### config.mk
export PLATFORM = sky130hd
export DESIGN_NAME = dataflow_elastic_fifo
export DESIGN_NICKNAME = d
export VERILOG_FILES = /design/src/rtl/dataflow_elastic_fifo.sv
export SDC_FILE = /design/constraint.sdc
export NUM_CORES = 1
export LEC_CHECK = 0
export CELL_PAD_IN_SITES_DETAIL_PLACEMENT = 0
export CELL_PAD_IN_SITES_GLOBAL_PLACEMENT = 1
export CORE_ASPECT_RATIO = 1.25
export CORE_MARGIN = 2
export CORE_UTILIZATION = 41
export CTS_CLUSTER_SIZE = 20
export DETAILED_ROUTE_END_ITERATION = 10
export GPL_ROUTABILITY_DRIVEN = 0
export PLACE_DENSITY = 0.79
export SLEW_MARGIN = 20
export SYNTH_ARGS = -nofsm -noshare
export SYNTH_HDL_FRONTEND = slang
export SYNTH_SLANG_ARGS = --single-unit
### constraint.sdc
create_clock -name clk -period 2.2 [get_ports clk]
set_input_delay 0.55 -clock clk [delete_from_list [all_inputs] [get_ports clk]]
set_output_delay 0.55 -clock clk [all_outputs]
set_load 0.1 [all_outputs]
### src/rtl/dataflow_elastic_fifo.sv
// dataflow_elastic_fifo: registered valid/ready FIFO of DEPTH tokens between dataflow operators.
// Optional occupancy output port enabled by defining DATAFLOW_ELASTIC_FIFO_COUNT_EN.
module dataflow_elastic_fifo #(
   parameter int WIDTH = 32,
   parameter int DEPTH = 2
) (
   input  logic             clk,
   input  logic             rst_n,
   input  logic             in_valid,
   output logic             in_ready,
   input  logic [WIDTH-1:0] in_data,
   output logic             out_valid,
   input  logic             out_ready,
   output logic [WIDTH-1:0] out_data
`ifdef DATAFLOW_ELASTIC_FIFO_COUNT_EN
   ,
   output logic [$clog2(DEPTH+1)-1:0] occupancy
`else
`endif
);
   localparam int PW = (DEPTH > 1) ? $clog2(DEPTH) : 1;
   localparam int CW = $clog2(DEPTH + 1);
   localparam logic [PW-1:0] LAST = PW'(DEPTH - 1);
   localparam logic [CW-1:0] FULL = CW'(DEPTH);

   logic [WIDTH-1:0] mem_q [DEPTH];
   logic [PW-1:0]    rd_q, rd_d, wr_q, wr_d;
   logic [CW-1:0]    cnt_q, cnt_d;
   logic             push, pop;

   // Handshake outputs depend only on registered state (plus reset for in_ready)
   assign in_ready  = rst_n && (cnt_q != FULL);
   assign out_valid = cnt_q != '0;
   assign out_data  = mem_q[rd_q];
   assign push      = in_valid && in_ready;
   assign pop       = out_valid && out_ready;

   // Pointer wrap is explicit so non-power-of-two depths cycle exactly
   always_comb begin
      wr_d  = push ? ((wr_q == LAST) ? '0 : wr_q + 1'b1) : wr_q;
      rd_d  = pop ? ((rd_q == LAST) ? '0 : rd_q + 1'b1) : rd_q;
      cnt_d = (push && !pop) ? cnt_q + 1'b1 : (pop && !push) ? cnt_q - 1'b1 : cnt_q;
   end

   // Control state; reset discards any stored tokens
   always_ff @(posedge clk or negedge rst_n) begin
      if (!rst_n) begin
         rd_q  <= '0;
         wr_q  <= '0;
         cnt_q <= '0;
      end else begin
         rd_q  <= rd_d;
         wr_q  <= wr_d;
         cnt_q <= cnt_d;
      end
   end

   // Token storage is data-only and needs no reset
   always_ff @(posedge clk) begin
      if (push) mem_q[wr_q] <= in_data;
   end

`ifdef DATAFLOW_ELASTIC_FIFO_COUNT_EN
   assign occupancy = cnt_q;
`else
`endif
endmodule

After elaboration in Yosys (flattened, before gate mapping)

Memories as Yosys holds them, arrays and structs flattened.
Index checks and enable logic that the tools add are counted.

Reduce and logical (&&, ||, !) cells: 9
Equal/unequal tests: 1
Mux-type cells: 6
Add/sub/neg operators: 4

Operators by type and width:

| cell                                                               | number |
|---|---|
| 1-bit logical AND                                                  | 5 |
| 1-bit 2-to-1 mux                                                   | 4 |
| 2-bit 2-to-1 mux                                                   | 2 |
| 2-bit nonzero test                                                 | 2 |
| 1-bit adder, second input constant                                 | 2 |
| 2-bit by 1-bit adder with 2-bit output, second input constant      | 1 |
| 1-bit zero test                                                    | 2 |
| 2-bit inequality test, second input constant                       | 1 |
| 2-bit by 1-bit subtractor with 2-bit output, second input constant | 1 |

Bits in registers: 4
Memories: 1
Output and inout bits: 34
Bits of input ports: 36
Memory bits (writable): 64

Memory list:

| memory | words | bits a word | rd ports | clocked after memory_dff | write ports | line | text |
|---|---|---|---|---|---|---|---|
| mem_q  | 2     | 32          | 1        | 0                        | 1           | 26   | `logic [WIDTH-1:0] mem_q [DEPTH];` |

Longest topological paths before layout

Depth in word-level cells: 7
Depth in mapped cells: 6
Mapped depth without buffers: 6

Least setup slack after synthesis

OpenSTA, ideal clock, no wires.

Path kind: input port to flip-flop
From: input port in_valid
To: memory mem_q[1][0] (enable)
Data arrival time: 1558 ps
Buffers on the path: 0
Setup time: 392 ps
Slack: 250 ps
Cell stages on the path: 2
Data required time: 1808 ps
Cell sequence: and3_4 and2_1

Longest elaborated chain between the ends: 3

RTL lines:

| item                                   | line | text |
|---|---|---|
| from (decl)                            | 9    | `input logic in_valid,` |
| 1-bit logical AND                      | 35   | `assign push = in_valid && in_ready;` |
| 1-bit 2-to-1 mux                       | 60   | `if (push) mem_q[wr_q] <= in_data;` |
| 1-bit 2-to-1 mux (not written as such) | 60   |  |
| to (decl)                              | 26   |  |

No other way between the ends.

Final worst setup path

From: register rd_q
To: output port out_data[12]

Longest elaborated chain between the ends: 1

RTL lines:

| item                   | line | text |
|---|---|---|
| from (decl)            | 27   | `logic [PW-1:0] rd_q, rd_d, wr_q, wr_d;` |
| from (signal assigned) | 52   | `rd_q <= rd_d;` |
| memory read 2 x 32 bit | n/a  |  |
| to (decl)              | 14   | `output logic [WIDTH-1:0] out_data` |

No other way between the ends.

==> impl_metrics.json <==
{
  "synth_seq_area_share": 0.7619,
  "nets": 238,
  "synth_nets": 155,
  "maxCapViolCount": 0,
  "rows": 32,
  "overflow": 0,
  "ys_types": 16,
  "ff2ff_path_depth": 6,
  "synth_area_leader_cell": "edfxtp_1",
  "grt_pass1_vias": 1427,
  "fin_setup_tns_ns": 0,
  "numClockSinks": 68,
  "hp-class": "reg2reg",
  "grt_max_degree": 33,
  "skew_ns": 0.006529,
  "worstReg2RegEnd": "cnt_q[1]",
  "endpoint_kind": "output pin",
  "die_y_um": 93.95,
  "synthTopCellsByArea": "edfxtp_1, mux2_4, dfrtp_1",
  "syn-cell-area_um2": 2654,
  "placed_area_um2": 3817,
  "hold_viol_final": 0,
  "maxSlewViolCount": 0,
  "cts-root-buf": "clkbuf_8",
  "grt_pass1_wl_mm": 7.369,
  "cp-start-kind": "flip-flop",
  "io_buffers": 69,
  "drive_gt1_frac": 0.4223,
  "rsz0062_at_grt": "no",
  "cts_tree": "done",
  "coreArea_um2": 6206,
  "synth_top_area_frac": 0.7242,
  "wirelength_mm": 4.723,
  "max_clock_freq_mhz": 484.0,
  "min_period_ns": 2.066,
  "layout_worst_path_cycle_share": 0.9391,
  "post-dp-hpwl_mm": 3.424,
  "clk-insertion-delay-late_ns": 0.33,
  "required_ns": 1.65,
  "first_iter_violations": 75,
  "clk_pin_slew_ns": 0.07,
  "ff2ff_setup_slack_ns": 0.67,
  "critPathLaunch": "rd_q",
  "start_util": 0.4276,
  "worst_pin_slew_ns": 0.2005,
  "routedWlPerCell_um": 16.23,
  "endpoint": "out_data[12]",
  "die_w_um": 75.96,
  "insertedDiodeCount": 0,
  "antenna_found_initial": 0,
  "vias": 1298,
  "viasPerCell": 4.460,
  "critPathMaxFanout": 7,
  "numCtsBuffers": 9,
  "dieArea_um2": 7136,
  "reg2reg_from": "cnt_q[0]",
  "ioPinCount": 70,
  "syn_inst": 118,
  "design_area_um2": 4059,
  "critical_path_class": "reg2out",
  "syn_to_final_growth_pct": 52.95,
  "ys_ff_latch": 68,
  "cts-htree-levels": 3,
  "syn_area_per_cell_um2": 22.49,
  "grt_use_total": 0.1430,
  "outcome": "finished, final reports clean",
  "ys_warn_count": 0,
  "setup_viol": 0,
  "drt_pass1_iterations": 4,
  "remaining_drc_errors": 0,
  "slew_headroom": 0.8663,
  "clockBufferDepth": 2,
  "hold_buffers": 0,
  "arrival_ns": 1.52,
  "hold_ws_ns": 0.5003,
  "antenna_left": 0
}
layout make-up:
type / count / area, µm²
Clock inverter: 6 / 102.6
Timing Repair Buffer: 76 / 1112
Sequential cell: 68 / 2023
Fill cell: 429 / 2147
Multi-Input combinational cell: 46 / 586.8
Clock buffer: 10 / 127.6
Tap cell: 85 / 106.4
worst min-delay path by stage:
stage                         from  endpoint  slack (ns)  cells past startpoint
final                     cnt_q[1]  cnt_q[1]        0.50                      1
after detailed placement  cnt_q[1]  cnt_q[1]        0.50                      1
after CTS                 cnt_q[1]  cnt_q[1]        0.51                      1
after floorplan              rst_n  cnt_q[0]        0.25                      0
after global placement    cnt_q[1]  cnt_q[1]        0.47                      1
after global routing      cnt_q[1]  cnt_q[1]        0.54                      1
synth_stat cells, drive strengths merged:
cell type	n
and2	2
and2b	1
and3	1
buf	4
dfrtp	4
edfxtp	64
ha	1
mux2	32
nand2	1
nand2b	1
nor2	1
or2	1
xnor2	2
xor2	3
registers in the layout, summed over array words and instances (netlist names):
name and flops:
cnt_q 2, mem_q 64, rd_q 1, wr_q 1
routing by layer:
| layer | global-route usage | vias to the layer above | part of all wire |
|---|---|---|---|
| met3 | 0.05673 | 5 | 0.048 |
| met2 | 0.2612 | 41 | 0.59 |
| met5 | 0 | - | 0 |
| li1 | - | 618 | - |
| met4 | 0.07273 | 0 | 0.014 |
| met1 | 0.1405 | 634 | 0.34 |
stage by stage:
| stage | setup slack [ns] | utilization | instances |
|---|---|---|---|
| after detailed placement | 0.1678 | 0.6151 | 274 |
| after global placement | 0.2451 | 0.6151 | 274 |
| after CTS | 0.1002 | 0.6540 | 291 |
| after floorplan | 0.2499 | - | 118 |
| after global routing | 0.06417 | 0.6540 | 291 |
| final | 0.1340 | 0.6540 | 291 |
kinds of logic after synthesis:
kind of cell             Yosys count  synth area share
flip-flops                        68            0.7619
multiplexers                      32            0.1768
AND/OR/NAND/NOR                    8           0.02028
XOR/XNOR                           5           0.01933
buffers and inverters              4           0.01697
adder cells (fa/ha/maj)            1          0.004714
cells in the final DEF (no fill, tap or decap):
master / instances
buf_6: 1
bufinv_16: 3
clkbuf_8: 9
clkinv_1: 2
and2b_1: 1
xor2_2: 1
dfrtp_1: 3
mux2_1: 3
buf_12: 36
dfrtp_2: 1
edfxtp_1: 64
or2_1: 1
and3_4: 1
clkinv_2: 1
nand2_2: 1
xor2_1: 2
nand2b_1: 1
clkdlybuf4s50_1: 35
xnor2_1: 2
buf_4: 4
mux2_4: 29
and2_1: 2
clkbuf_1: 1
ha_1: 1
nor2_1: 1
repair_timing:
action,in CTS,in global routing
endpoints found under the setup margin,14,0
gates resized for setup,1,0
hold endpoints to repair,0,0
setup buffers,1,0
critical path, cell delays in order, from the launching register on:
cell and delay, ns:
dfrtp_2 0.44, buf_4 0.19, mux2_1 0.37, buf_12 0.19
Power is not shown: default switching activity piles up to over one toggle a cycle in this logic, so the estimate is an artifact.
